**src/rtl/data_framer_if.sv**
```systemverilog
// data_framer stream bundle: config/count input, payload input, framed output.
// master = framer side (drives framed output and readies); slave = environment.
interface data_framer_if #(
    parameter int DATA_WIDTH = 64,
    parameter int CFG_WIDTH  = 160
) ();
    logic [CFG_WIDTH-1:0]     s_axis_cfg;
    logic [DATA_WIDTH-11:0]   s_axis_cfg_num_pkts;
    logic                     s_axis_cfg_valid;
    logic                     s_axis_cfg_ready;

    logic [DATA_WIDTH-1:0]    s_axis_data;
    logic                     s_axis_data_valid;
    logic                     s_axis_data_ready;

    logic [DATA_WIDTH-1:0]    m_axis_framer_output;
    logic                     m_axis_framer_output_valid;
    logic                     m_axis_framer_output_last;
    logic                     m_axis_framer_output_ready;

    modport master (
        input  s_axis_cfg,
        input  s_axis_cfg_num_pkts,
        input  s_axis_cfg_valid,
        output s_axis_cfg_ready,
        input  s_axis_data,
        input  s_axis_data_valid,
        output s_axis_data_ready,
        output m_axis_framer_output,
        output m_axis_framer_output_valid,
        output m_axis_framer_output_last,
        input  m_axis_framer_output_ready
    );

    modport slave (
        output s_axis_cfg,
        output s_axis_cfg_num_pkts,
        output s_axis_cfg_valid,
        input  s_axis_cfg_ready,
        output s_axis_data,
        output s_axis_data_valid,
        input  s_axis_data_ready,
        input  m_axis_framer_output,
        input  m_axis_framer_output_valid,
        input  m_axis_framer_output_last,
        output m_axis_framer_output_ready
    );
endinterface

```
**src/rtl/data_framer.sv**
```systemverilog
// Transmit framer: header word, CFG_WORDS config words (LSB chunk first),
// then num_pkts data words, on one registered stream.
// Ports: clk, reset (sync, active-high), bus (data_framer_if.master):
//   s_axis_cfg/_num_pkts/_valid/_ready  config vector + data word count
//   s_axis_data/_valid/_ready           payload words
//   m_axis_framer_output/_valid/_last/_ready  framed output stream
module data_framer #(
    parameter int DATA_WIDTH = 64,
    parameter int CFG_WIDTH  = 160
) (
    input  logic          clk,
    input  logic          reset,
    data_framer_if.master bus
);
    localparam int CFG_WORDS = (CFG_WIDTH + DATA_WIDTH - 1) / DATA_WIDTH;
    localparam int CFG_PAD   = CFG_WORDS * DATA_WIDTH;
    localparam int CNT_W     = DATA_WIDTH - 10;
    localparam logic [3:0] LAST_CFG = 4'(CFG_WORDS - 1);

    typedef enum logic [1:0] {
        IDLE,
        CONFIG,
        DATA
    } state_t;

    state_t                  state_q, state_d;
    logic [CFG_PAD-1:0]      cfg_q, cfg_d;
    logic [CNT_W-1:0]        rem_q, rem_d;
    logic [3:0]              cnt_q, cnt_d;
    logic [DATA_WIDTH-1:0]   out_q, out_d;
    logic                    vld_q, vld_d;
    logic                    last_q, last_d;

    logic                    free;
    logic                    cfg_hs;
    logic                    data_hs;
    logic [DATA_WIDTH-1:0]   cfg_word;

    // The output register can take a new word when empty or draining.
    assign free = !vld_q || bus.m_axis_framer_output_ready;

    assign bus.s_axis_cfg_ready  = !reset && (state_q == IDLE) && free;
    assign bus.s_axis_data_ready = !reset && (state_q == DATA) && free;

    assign cfg_hs  = bus.s_axis_cfg_valid && bus.s_axis_cfg_ready;
    assign data_hs = bus.s_axis_data_valid && bus.s_axis_data_ready;

    assign bus.m_axis_framer_output       = out_q;
    assign bus.m_axis_framer_output_valid = vld_q;
    assign bus.m_axis_framer_output_last  = last_q;

    // Config word selected by cnt; padding above CFG_WIDTH is already zero.
    always_comb begin
        cfg_word = '0;
        for (int i = 0; i < CFG_WORDS; i++) begin
            if (cnt_q == 4'(i)) begin
                cfg_word = cfg_q[i*DATA_WIDTH +: DATA_WIDTH];
            end
        end
    end

    always_comb begin
        state_d = state_q;
        cfg_d   = cfg_q;
        rem_d   = rem_q;
        cnt_d   = cnt_q;
        out_d   = out_q;
        vld_d   = vld_q;
        last_d  = last_q;

        unique case (state_q)
            IDLE: begin
                if (cfg_hs) begin
                    cfg_d                = '0;
                    cfg_d[CFG_WIDTH-1:0] = bus.s_axis_cfg;
                    rem_d                = bus.s_axis_cfg_num_pkts;
                    cnt_d                = '0;
                    out_d   = {bus.s_axis_cfg_num_pkts, 10'(CFG_WORDS)};
                    vld_d   = 1'b1;
                    last_d  = 1'b0;
                    state_d = CONFIG;
                end else if (free) begin
                    vld_d  = 1'b0;
                    last_d = 1'b0;
                end
            end

            CONFIG: begin
                if (free) begin
                    out_d  = cfg_word;
                    vld_d  = 1'b1;
                    // A frame without data ends on its final config word.
                    last_d = (cnt_q == LAST_CFG) && (rem_q == '0);
                    cnt_d  = cnt_q + 4'd1;
                    if (cnt_q == LAST_CFG) begin
                        state_d = (rem_q != '0) ? DATA : IDLE;
                    end
                end
            end

            DATA: begin
                if (data_hs) begin
                    out_d  = bus.s_axis_data;
                    vld_d  = 1'b1;
                    last_d = (rem_q == CNT_W'(1));
                    if (rem_q != '0) begin
                        rem_d = rem_q - CNT_W'(1);
                    end
                    if (rem_q == CNT_W'(1)) begin
                        state_d = IDLE;
                    end
                end else if (free) begin
                    // Starved: let the pending word drain, never pad.
                    vld_d  = 1'b0;
                    last_d = 1'b0;
                end
            end

            default: begin
                state_d = IDLE;
            end
        endcase
    end

    always_ff @(posedge clk) begin
        if (reset) begin
            state_q <= IDLE;
            cfg_q   <= '0;
            rem_q   <= '0;
            cnt_q   <= '0;
            out_q   <= '0;
            vld_q   <= 1'b0;
            last_q  <= 1'b0;
        end else begin
            state_q <= state_d;
            cfg_q   <= cfg_d;
            rem_q   <= rem_d;
            cnt_q   <= cnt_d;
            out_q   <= out_d;
            vld_q   <= vld_d;
            last_q  <= last_d;
        end
    end
endmodule

```
**src/flat_wrapper.sv**
```systemverilog
// flat-port wrapper written by rule: the top's interface ports become plain ports
module data_framer_flat 
#(
    parameter int DATA_WIDTH = 64,
    parameter int CFG_WIDTH  = 160
)
  (clk, reset, bus_s_axis_cfg, bus_s_axis_cfg_num_pkts, bus_s_axis_cfg_valid, bus_s_axis_cfg_ready, bus_s_axis_data, bus_s_axis_data_valid, bus_s_axis_data_ready, bus_m_axis_framer_output, bus_m_axis_framer_output_valid, bus_m_axis_framer_output_last, bus_m_axis_framer_output_ready);
  data_framer_if #(.DATA_WIDTH(DATA_WIDTH), .CFG_WIDTH(CFG_WIDTH)) bus_i ();
  input  logic clk;
  input  logic reset;
  input wire logic [$bits(bus_i.s_axis_cfg)-1:0] bus_s_axis_cfg;
  input wire logic [$bits(bus_i.s_axis_cfg_num_pkts)-1:0] bus_s_axis_cfg_num_pkts;
  input wire logic [$bits(bus_i.s_axis_cfg_valid)-1:0] bus_s_axis_cfg_valid;
  output wire logic [$bits(bus_i.s_axis_cfg_ready)-1:0] bus_s_axis_cfg_ready;
  input wire logic [$bits(bus_i.s_axis_data)-1:0] bus_s_axis_data;
  input wire logic [$bits(bus_i.s_axis_data_valid)-1:0] bus_s_axis_data_valid;
  output wire logic [$bits(bus_i.s_axis_data_ready)-1:0] bus_s_axis_data_ready;
  output wire logic [$bits(bus_i.m_axis_framer_output)-1:0] bus_m_axis_framer_output;
  output wire logic [$bits(bus_i.m_axis_framer_output_valid)-1:0] bus_m_axis_framer_output_valid;
  output wire logic [$bits(bus_i.m_axis_framer_output_last)-1:0] bus_m_axis_framer_output_last;
  input wire logic [$bits(bus_i.m_axis_framer_output_ready)-1:0] bus_m_axis_framer_output_ready;
  assign bus_i.s_axis_cfg = bus_s_axis_cfg;
  assign bus_i.s_axis_cfg_num_pkts = bus_s_axis_cfg_num_pkts;
  assign bus_i.s_axis_cfg_valid = bus_s_axis_cfg_valid;
  assign bus_s_axis_cfg_ready = bus_i.s_axis_cfg_ready;
  assign bus_i.s_axis_data = bus_s_axis_data;
  assign bus_i.s_axis_data_valid = bus_s_axis_data_valid;
  assign bus_s_axis_data_ready = bus_i.s_axis_data_ready;
  assign bus_m_axis_framer_output = bus_i.m_axis_framer_output;
  assign bus_m_axis_framer_output_valid = bus_i.m_axis_framer_output_valid;
  assign bus_m_axis_framer_output_last = bus_i.m_axis_framer_output_last;
  assign bus_i.m_axis_framer_output_ready = bus_m_axis_framer_output_ready;
  data_framer #(.DATA_WIDTH(DATA_WIDTH), .CFG_WIDTH(CFG_WIDTH)) u_core (.clk(clk), .reset(reset), .bus(bus_i));
endmodule
```
**config.mk**
```make
export PLATFORM = sky130hd
export DESIGN_NAME = data_framer_flat
export DESIGN_NICKNAME = d
export VERILOG_FILES = /design/src/rtl/data_framer_if.sv /design/src/rtl/data_framer.sv /design/src/flat_wrapper.sv
export SDC_FILE = /design/constraint.sdc
export NUM_CORES = 1
export LEC_CHECK = 0
export ABC_AREA = 0
export BUFFER_PORTS_ARGS = -buffer_cell sky130_fd_sc_hd__buf_4
export CORE_UTILIZATION = 55
export DETAILED_ROUTE_END_ITERATION = 12
export PLACE_DENSITY_LB_ADDON = 0.2
export SLEW_MARGIN = 20
export SYNTH_ARGS = -nofsm -noshare
export SYNTH_HDL_FRONTEND = slang
export SYNTH_SLANG_ARGS = --single-unit
export TNS_END_PERCENT = 30
```
**constraint.sdc**
```tcl
create_clock -name clk -period 4 [get_ports clk]
set_input_delay 0.8 -clock clk [delete_from_list [all_inputs] [get_ports clk]]
set_output_delay 0.8 -clock clk [all_outputs]
set_load 0.05 [all_outputs]
```
==> results.json, run 1 <==
{
  "critPathMaxStageDelay_ns": 0.43,
  "worstMarginPinSlew_ns": 1.047,
  "ctsHoldBuffers": 0,
  "grtUsageTotal": 0.3571,
  "area_delta_synth_final_pct": 26.97,
  "dieArea_um2": 25690,
  "post_drt_via_cell_ratio": 6.109,
  "rsz0062_at_grt": "no",
  "totalPowerFinal_w": 0.01051,
  "cts-buffers-inserted": 30,
  "synth_edf_count": 0,
  "crit_required_ns": 3.20,
  "ys_seq_area_frac": 0.4155,
  "synth_warnings": 0,
  "max_freq_ghz": 0.3078,
  "end_kind": "output port",
  "synthCells": 1822,
  "num_rows": 57,
  "dp_hpwl_mm": 33.48,
  "synth.distinct_cells": 73,
  "crit_buf_inv": 4,
  "drc": 0,
  "antenna_found_initial": 1,
  "cp_cell_sequence": "inv_1 -> ha_4 -> inv_2 -> buf_4 -> nor3_1 -> buf_4",
  "cts_root_buf": "clkbuf_16",
  "cts_sinks": 286,
  "grt_max_degree": 100,
  "holdPathStages": 3,
  "ios": 351,
  "die_h_um": 160.3,
  "met3_usage": 0.07102,
  "drv_slew": 0,
  "final_nets": 2366,
  "diodes": 0,
  "drtIter0Drc": 1909,
  "r2r-start": "u_core.state_q[0]$_SDFFE_PP0P_",
  "r2r_end": "u_core.rem_q[0]$_SDFFE_PP0P_",
  "grtUsageMet1": 0.4808,
  "ctsHtreeMaxLevel": 1,
  "portBuffers": 350,
  "path_clk_slew_ns": 0.07,
  "worst_ep_arrival_time_ns": 2.45,
  "clock_latency_ns": 0.56,
  "setup_tns_ns": 0,
  "max-vdd-ir-drop_mv": 0.3366,
  "syn-num-nets": 2117,
  "reg2reg_depth": 10,
  "critPathMaxFanout": 63,
  "synth_area_um2": 13780,
  "final_common_cell": "nand2_1",
  "maxCapViolCount": 0,
  "wl_per_cell_um": 19.65,
  "cts_tree": "built",
  "antenna_left": 0,
  "cp-start-kind": "flip-flop",
  "hp-class": "in2reg",
  "place.gp.congestion": 0.9776,
  "cts_setup_buffers": 0,
  "min_to": "u_core.cfg_q[101]$_SDFFE_PP0P_",
  "status": "complete, no violations",
  "fin_crit_sh": 0.8121,
  "ys_ff_latch": 286,
  "final_cell_mix": "507 x nand2_1, 377 x buf_4, 286 x dfxtp_1",
  "p_leak_nw": 6.767,
  "setup_viol": 0,
  "die_w_um": 160.3,
  "finalNonFillerCells": 2418,
  "gr-max-usage-layer": "met2",
  "r2r_slack_ns": 1.02,
  "vias": 14772,
  "start_util": 0.5633,
  "grt_pass1_wl_mm": 73.53,
  "cts_buffer_depth": 3,
  "power_density_nw_per_um2": 600.8,
  "min-delay-start": "bus_s_axis_cfg[101]",
  "overflow": 0,
  "dr.pass1.iters": 6,
  "crit_path_frequent_cell": "buf_4",
  "drive_above_1_share": 0.2230,
  "worstSetupPathType": "reg2out",
  "clock_skew_ns": 0.01047,
  "grt_pass1_vias": 13561,
  "core-area_um2": 24460,
  "slowest_stage": "ha_4",
  "cts_resized": 0,
  "place_inst": 2363,
  "cp_top_family": "buffers and inverters",
  "avgSynthCellArea_um2": 7.564,
  "wl_mm": 47.51,
  "slew_headroom": 0.3018,
  "fin_crit_ns": 3.248,
  "hold_viol": 0,
  "async_reset_ff_frac": 0,
  "synth_ff_type": "dfxtp_1",
  "met2_usage": 0.5656
}
power by group:
group          total [W]  internal, W  switching [W]  leakage [nW]
clock            0.00284      0.00165        0.00119         0.495
sequential       0.00376      0.00339       0.000370          2.35
combinational    0.00391      0.00131        0.00260          3.92
cell families after synthesis:
group           synth area share
simple gates              0.2356
compound gates            0.2805
flops                     0.4155
xor+xnor                0.001271
mux                     0.003178
buf+inv                  0.05312
fa+ha+maj                0.01089
metal layers:
layer,share of wire,up-vias,wire [um]
li1,-,7007,-
met4,0.039,2,1833
met5,0.00036,-,17
met3,0.097,129,4596
met2,0.46,769,21760
met1,0.41,6865,19310
layout make-up:
cell class	count	area, um^2
Multi-Input combinational cell	1350	7386
Timing Repair Buffer	380	2890
Clock buffer	42	877.1
Fill cell	1982	6965
Clock inverter	13	123.9
Inverter	23	88.84
Sequential cell	286	5725
Tap cell	324	405.4
worst max-delay path by stage:
stage | from | to | slack, ns | depth (start not counted)
6_report | u_core.state_q[0]$_SDFFE_PP0P_ | bus_s_axis_data_ready | 0.75 | 6
4_1_cts | u_core.state_q[0]$_SDFFE_PP0P_ | bus_s_axis_data_ready | 0.77 | 6
3_5_place_dp | bus_m_axis_framer_output_ready | u_core.rem_q[0]$_SDFFE_PP0P_ | 1.0 | 8
2_1_floorplan | u_core.state_q[0]$_SDFFE_PP0P_ | bus_s_axis_data_ready | 0.72 | 7
3_3_place_gp | bus_m_axis_framer_output_ready | u_core.rem_q[0]$_SDFFE_PP0P_ | 1.0 | 8
5_1_grt | u_core.state_q[0]$_SDFFE_PP0P_ | bus_s_axis_data_ready | 0.60 | 6
synthesized netlist by cell type, drive strengths merged (14+ instances only):
cell | count | area [um^2]
nor2 | 53 | 198.9
nor4 | 21 | 152.6
inv | 23 | 86.34
a21oi | 110 | 550.5
o21ai | 194 | 970.9
clkbuf | 146 | 548.0
nand2 | 508 | 1909
a22oi | 33 | 247.7
nor3 | 25 | 125.1
and3 | 14 | 87.58
o211ai | 128 | 960.9
a221o | 32 | 320.3
dfxtp | 286 | 5725
a31oi | 17 | 112.6
nand3 | 48 | 240.2
buf | 17 | 97.60
nor2b | 18 | 112.6
sequential cells by signal, indices dropped and copies added, names as in the netlist:
signal	cells
u_core.cfg_q	160
u_core.bus.m_axis_framer_output_last	1
u_core.state_q	2
u_core.cnt_q	4
u_core.rem_q	54
u_core.bus.m_axis_framer_output	64
u_core.bus.m_axis_framer_output_valid	1
worst reg2reg max path, delay by kind of cell, from the launching register on:
kind,cells,cell delay (ns)
AND/OR/NAND/NOR,1,0.09
AO/OA/AOI/OAI,5,1.19
flip-flops,1,0.35
adder cells (fa/ha/maj),1,0.43
buffers and inverters,3,0.85
stage by stage:
step	utilization	hold slack, ns	worst slack [ns]	cell area (um^2)
5_1_grt	0.7153	0.4339	0.5953	17500
3_3_place_gp	0.6743	0.4395	0.9952	16500
4_1_cts	0.7153	0.4270	0.7742	17500
3_5_place_dp	0.6743	0.4453	0.9983	16500
2_1_floorplan	-	0.4357	0.7195	13780
6_report	0.7153	0.4283	0.7516	17500
No activity file was read; power rests on OpenSTA's default activity.
==> run 2: changes to the inputs <==
CORE_UTILIZATION = 48   (was 55)
clock period = 2.68 ns   (was 4 ns; I/O delays follow)
==> run 2 against run 1 <==
  * Via count is 0.49% higher
  * Critical endpoint is now u_core.rem_q[42]$_SDFFE_PP0P_
  * Routed wire length up 2.8%
  * Critical path type is now reg2reg
  * Worst hold slack lost 0.27 ns
  * Sequential power rose by 49%
  * Largest power group unchanged
  * Register-to-register slack got worse by 0.92 ns
==> results.json, run 2 (same netlist as run 1, synthesis figures left out) <==
{
  "status": "complete, no violations",
  "power_density_nw_per_um2": 896.8,
  "clock_latency_ns": 0.57,
  "grt_pass1_vias": 13635,
  "largest-register": "u_core.cfg_q",
  "drive_above_1_share": 0.2397,
  "final_common_cell": "nand2_1",
  "drv_slew": 0,
  "post_drt_via_cell_ratio": 5.912,
  "regArea_um2": 5725,
  "critPathMaxFanout": 6,
  "num-fill-cells": 2521,
  "portBuffers": 350,
  "place.gp.congestion": 0.9613,
  "cts_root_buf": "clkbuf_16",
  "grt_pass1_wl_mm": 74.55,
  "dp_hpwl_mm": 34.81,
  "worst_ep_arrival_time_ns": 3.01,
  "largest_register_ffs": 160,
  "hp-class": "in2reg",
  "antenna_left": 0,
  "wl_per_cell_um": 19.45,
  "ios": 351,
  "die_w_um": 171.4,
  "dieArea_um2": 29390,
  "fin_crit_ns": 2.577,
  "final_cell_mix": "507 x nand2_1, 405 x buf_4, 286 x dfxtp_1",
  "cts_buffer_depth": 3,
  "cts_sinks": 286,
  "multiInputGateArea_um2": 7407,
  "start_util": 0.4920,
  "worstSetupPathType": "reg2reg",
  "hold_ws_ns": 0.1559,
  "rsz0062_at_grt": "yes",
  "vias": 14844,
  "num_rows": 61,
  "crit_required_ns": 3.11,
  "final_area_um2": 18000,
  "ctsHoldBuffers": 0,
  "end_kind": "flip-flop",
  "overflow": 0,
  "slew_headroom": 0.4403,
  "p_leak_nw": 7.011,
  "hold_viol": 0,
  "ctsHtreeMaxLevel": 1,
  "wl_mm": 48.83,
  "clock_skew_ns": 0.01100,
  "setup_viol": 0,
  "maxCapViolCount": 0,
  "fin_crit_sh": 0.9614,
  "cp-start-kind": "flip-flop",
  "cts_tree": "built",
  "cts-buffers-inserted": 31,
  "placed_area_um2": 16950,
  "drc": 0,
  "drtIter0Drc": 1761,
  "grt_max_degree": 151,
  "antenna_found_initial": 1,
  "max-vdd-ir-drop_mv": 0.6099,
  "cts_setup_buffers": 0,
  "grtUsageTotal": 0.3236,
  "die_h_um": 171.4,
  "final_nets": 2404,
  "max_freq_ghz": 0.3881,
  "core-area_um2": 28010,
  "worstMarginPinSlew_ns": 0.8396,
  "dr.pass1.iters": 6,
  "area_delta_synth_final_pct": 30.62,
  "path_clk_slew_ns": 0.06
}
run 2: cell count changes in the layout (fill, tap and decap cells not counted), sizes merged:
| cell | delta |
|---|---|
| clkinvlp | -2 |
| bufinv | -1 |
| clkinv | -1 |
| inv | +1 |
| clkbuf | +4 |
| diode | +1 |
| buf | +37 |
run 2: metal layers:
metal	global-route usage	part of all wire	vias to the layer above
li1	-	-	7086
met1	0.4474	0.43	6977
met5	0	0	-
met2	0.5182	0.47	691
met3	0.04349	0.076	90
met4	0.1060	0.033	0
run 2: metrics by stage:
step           worst slack, ns  total power, W    util  cells  setup TNS, ns
3_3_place_gp            0.1182         0.01169  0.6050   2454              0
5_1_grt               -0.01488         0.01693  0.6426   2510       -0.01601
6_report                0.1035         0.01614  0.6427   2511              0
2_1_floorplan          0.07529        0.009480       -   1822              0
4_1_cts                0.05950         0.01606  0.6421   2510              0
3_5_place_dp           0.09004         0.01179  0.6050   2454              0
run 2: area by class of cell:
class | instances | area share
Multi-Input combinational cell | 1350 | 0.4115
Clock inverter | 10 | 0.005005
Tap cell | 378 | 0.02627
Timing Repair Buffer | 417 | 0.1818
Sequential cell | 286 | 0.3181
Clock buffer | 46 | 0.05234
Inverter | 23 | 0.004935
Antenna cell | 1 | 0.0001390
run 2: timing repair:
item | 4_1_cts | 5_1_grt
setup endpoints to repair | 1 | 4
resized for setup | 1 | 4
endpoints found under the hold margin | 0 | 0
pin swaps | 0 | 1
run 2: critical path: stages (launching register included):
cell and delay, ns:
dfxtp_1 0.33, inv_2 0.09, ha_2 0.20, or3b_2 0.48, buf_4 0.18, nor4_1 0.20, buf_4 0.18, nand4_1 0.12
or4_1 0.42, o211ai_1 0.16, a21oi_1 0.08
run 2: path summary, 6_finish.rpt:
check                           depth (start not counted)                              to                           start  slack [ns]
worst max-delay path                                   10   u_core.rem_q[42]$_SDFFE_PP0P_    u_core.rem_q[1]$_SDFFE_PP0P_        0.10
worst min-delay path                                    3  u_core.cfg_q[150]$_SDFFE_PP0P_             bus_s_axis_cfg[150]        0.16
worst max register to register                         10   u_core.rem_q[42]$_SDFFE_PP0P_    u_core.rem_q[1]$_SDFFE_PP0P_        0.10
worst min register to register                          2  u_core.cfg_q[133]$_SDFFE_PP0P_  u_core.cfg_q[133]$_SDFFE_PP0P_        0.46
run 2: where the power goes:
| group | leakage, nW | internal (W) | switching, W |
|---|---|---|---|
| Clock | 0.521 | 0.00252 | 0.00177 |
| Combinational | 4.14 | 0.00221 | 0.00405 |
| Sequential | 2.35 | 0.00506 | 0.000531 |
==> run 3: changes to the inputs <==
--- a/config.mk
+++ b/config.mk
@@ -8,5 +8,5 @@
 export ABC_AREA = 0
 export BUFFER_PORTS_ARGS = -buffer_cell sky130_fd_sc_hd__buf_4
-export CORE_UTILIZATION = 48
+export CORE_UTILIZATION = 25
 export DETAILED_ROUTE_END_ITERATION = 12
 export PLACE_DENSITY_LB_ADDON = 0.2
==> constraint.sdc (replaced) <==
create_clock -name clk -period 2.68 [get_ports clk]
set_input_delay 0.134 -clock clk [delete_from_list [all_inputs] [get_ports clk]]
set_output_delay 0.134 -clock clk [all_outputs]
set_load 0.05 [all_outputs]
==> run 3 against run 2 <==
  * Final area is 16% higher
  * Clock skew rose by 0.0082 ns
  * Non-clock buffer count increased by 239
  * Register-to-register slack about the same
  * Sequential power is essentially flat
  * Global-route usage decreased by 12 points
  * Total power increased by 6.9%
  * Clock power is 14% higher
  * Critical path type unchanged
  * Largest cell class unchanged
==> results.json, run 3 (same netlist as run 1, synthesis figures left out) <==
{
  "cp-start-kind": "flip-flop",
  "start_util": 0.2546,
  "worstSetupPathType": "reg2reg",
  "power_density_nw_per_um2": 824.1,
  "vias": 15502,
  "status": "complete, no violations",
  "switching_share": 0.3903,
  "rsz0062_at_grt": "yes",
  "ctsHtreeMaxLevel": 2,
  "clock_latency_ns": 0.54,
  "r2r_slack_ns": 0.11,
  "drv_slew": 0,
  "pwr-share-seq": 0.323,
  "placed_area_um2": 17440,
  "fin_crit_sh": 0.9576,
  "place.gp.congestion": 0.9280,
  "antenna_found_initial": 2,
  "final_common_cell": "nand2_1",
  "setup_tns_ns": 0,
  "holdPathStages": 5,
  "drtIter0Drc": 1263,
  "fin_crit_ns": 2.566,
  "dieArea_um2": 56060,
  "grt_pass1_vias": 15330,
  "core-area_um2": 54130,
  "post_drt_via_cell_ratio": 5.043,
  "overflow": 0,
  "wl_per_cell_um": 19.39,
  "grt_max_degree": 197,
  "cts-buffers-inserted": 37,
  "path_clk_slew_ns": 0.06,
  "worstMarginPinSlew_ns": 0.8405,
  "min-delay-start": "bus_s_axis_data[13]",
  "worst_ep_arrival_time_ns": 3.02,
  "setup_viol": 0,
  "power_frac_comb": 0.395,
  "hp-class": "in2reg",
  "p_leak_nw": 8.069,
  "grt_pass1_wl_mm": 90.05,
  "grtUsageTotal": 0.2068,
  "crit_required_ns": 3.14,
  "num-fill-cells": 5573,
  "portBuffers": 350,
  "drc": 0,
  "ios": 351,
  "cts_buffer_depth": 3,
  "drive_above_1_share": 0.2193,
  "cts_root_buf": "clkbuf_16",
  "num_rows": 85,
  "reg2reg_depth": 9,
  "p_sw_w": 0.006737,
  "intPower_w": 0.01052,
  "final_area_um2": 20940,
  "maxCapViolCount": 0,
  "min_to": "u_core.bus.m_axis_framer_output[13]$_SDFFE_PP0P_",
  "cts_tree": "built",
  "antenna_left": 0,
  "cts_sinks": 286,
  "die_h_um": 236.8,
  "final_nets": 2649,
  "max-vdd-ir-drop_mv": 0.4362,
  "totalPowerFinal_w": 0.01726,
  "hold_viol": 0,
  "max_freq_ghz": 0.3896,
  "die_w_um": 236.8,
  "dp_hpwl_mm": 40.90,
  "critPathMaxFanout": 4,
  "post-route-util": 0.3869,
  "area_delta_synth_final_pct": 51.97,
  "slew_headroom": 0.4396,
  "cts_setup_buffers": 0,
  "clock_skew_ns": 0.01918,
  "largest_register_ffs": 160,
  "end_kind": "flip-flop",
  "pwr-share-clk": 0.282,
  "dr.pass1.iters": 5,
  "final_cell_mix": "507 x nand2_1, 410 x buf_4, 285 x dfxtp_1",
  "r2r-start": "u_core.rem_q[1]$_SDFFE_PP0P_",
  "r2r_end": "u_core.rem_q[52]$_SDFFE_PP0P_",
  "largest-register": "u_core.cfg_q",
  "wl_mm": 59.62
}
==> run 3: layout make-up <==
cell class,count,area (um^2),area share
antenna,2,5.005,0.0002390
clock buffer,50,1015,0.04845
clock inverter,11,136.4,0.006512
inverter,23,91.34,0.004361
multi-input combinational,1350,7416,0.3541
sequential,286,5727,0.2734
tap,696,870.8,0.04158
timing repair buffer,656,5682,0.2713
==> run 3: critical path, stage by stage (launching register included) <==
cell	delay [ns]
dfxtp_1	0.32
inv_1	0.12
ha_1	0.18
or3b_2	0.49
nor4_2	0.17
buf_4	0.16
or4b_4	0.49
o41ai_2	0.21
a21oi_1	0.11
a211oi_1	0.23
==> run 3: power groups by stage <==
stage                     logic (W)  registers [W]  clock network (W)
after detailed placement    0.00649        0.00565                  0
final                       0.00682        0.00557            0.00487
after global placement      0.00647        0.00563                  0
after floorplan             0.00314        0.00634                  0
after CTS                   0.00680        0.00556            0.00503
after global routing        0.00734        0.00567            0.00520
==> run 3: how the worst max path moves through the flow <==
stage | endpoint | depth (start not counted) | slack (ns) | start
finish | u_core.rem_q[52]$_SDFFE_PP0P_ | 9 | 0.11 | u_core.rem_q[1]$_SDFFE_PP0P_
global route | u_core.rem_q[42]$_SDFFE_PP0P_ | 10 | -0.01 | u_core.rem_q[1]$_SDFFE_PP0P_
CTS | u_core.rem_q[52]$_SDFFE_PP0P_ | 9 | 0.01 | u_core.rem_q[1]$_SDFFE_PP0P_
global placement | u_core.rem_q[52]$_SDFFE_PP0P_ | 9 | 0.11 | u_core.rem_q[1]$_SDFFE_PP0P_
floorplan | bus_s_axis_data_ready | 7 | 0.07 | u_core.state_q[0]$_SDFFE_PP0P_
detailed placement | u_core.rem_q[51]$_SDFFE_PP0P_ | 8 | 0.07 | u_core.rem_q[12]$_SDFFE_PP0P_
==> run 3: metrics by stage <==
step / setup WS (ns) / instances / hold WS, ns
6_report: 0.1135 / 3074 / 0.02904
5_1_grt: -0.01302 / 3074 / 0.03229
4_1_cts: 0.01061 / 3072 / 0.002799
3_5_place_dp: 0.06977 / 2780 / 0.3327
3_3_place_gp: 0.1072 / 2780 / 0.3293
2_1_floorplan: 0.06552 / 1822 / 0.2426
==> run 3: metal layers <==
metal,global-route usage,vias up,wire (um)
li1,-,7566,-
met1,0.2710,7390,26350
met2,0.3383,453,27960
met3,0.03532,93,3217
met4,0.07812,0,2092
met5,0,-,0
==> run 3: timing repair <==
action                                  CTS  global route
endpoints found under the setup margin    0            13
hold endpoints to repair                249             0
resized for setup                         0             7
hold buffers                            231             0
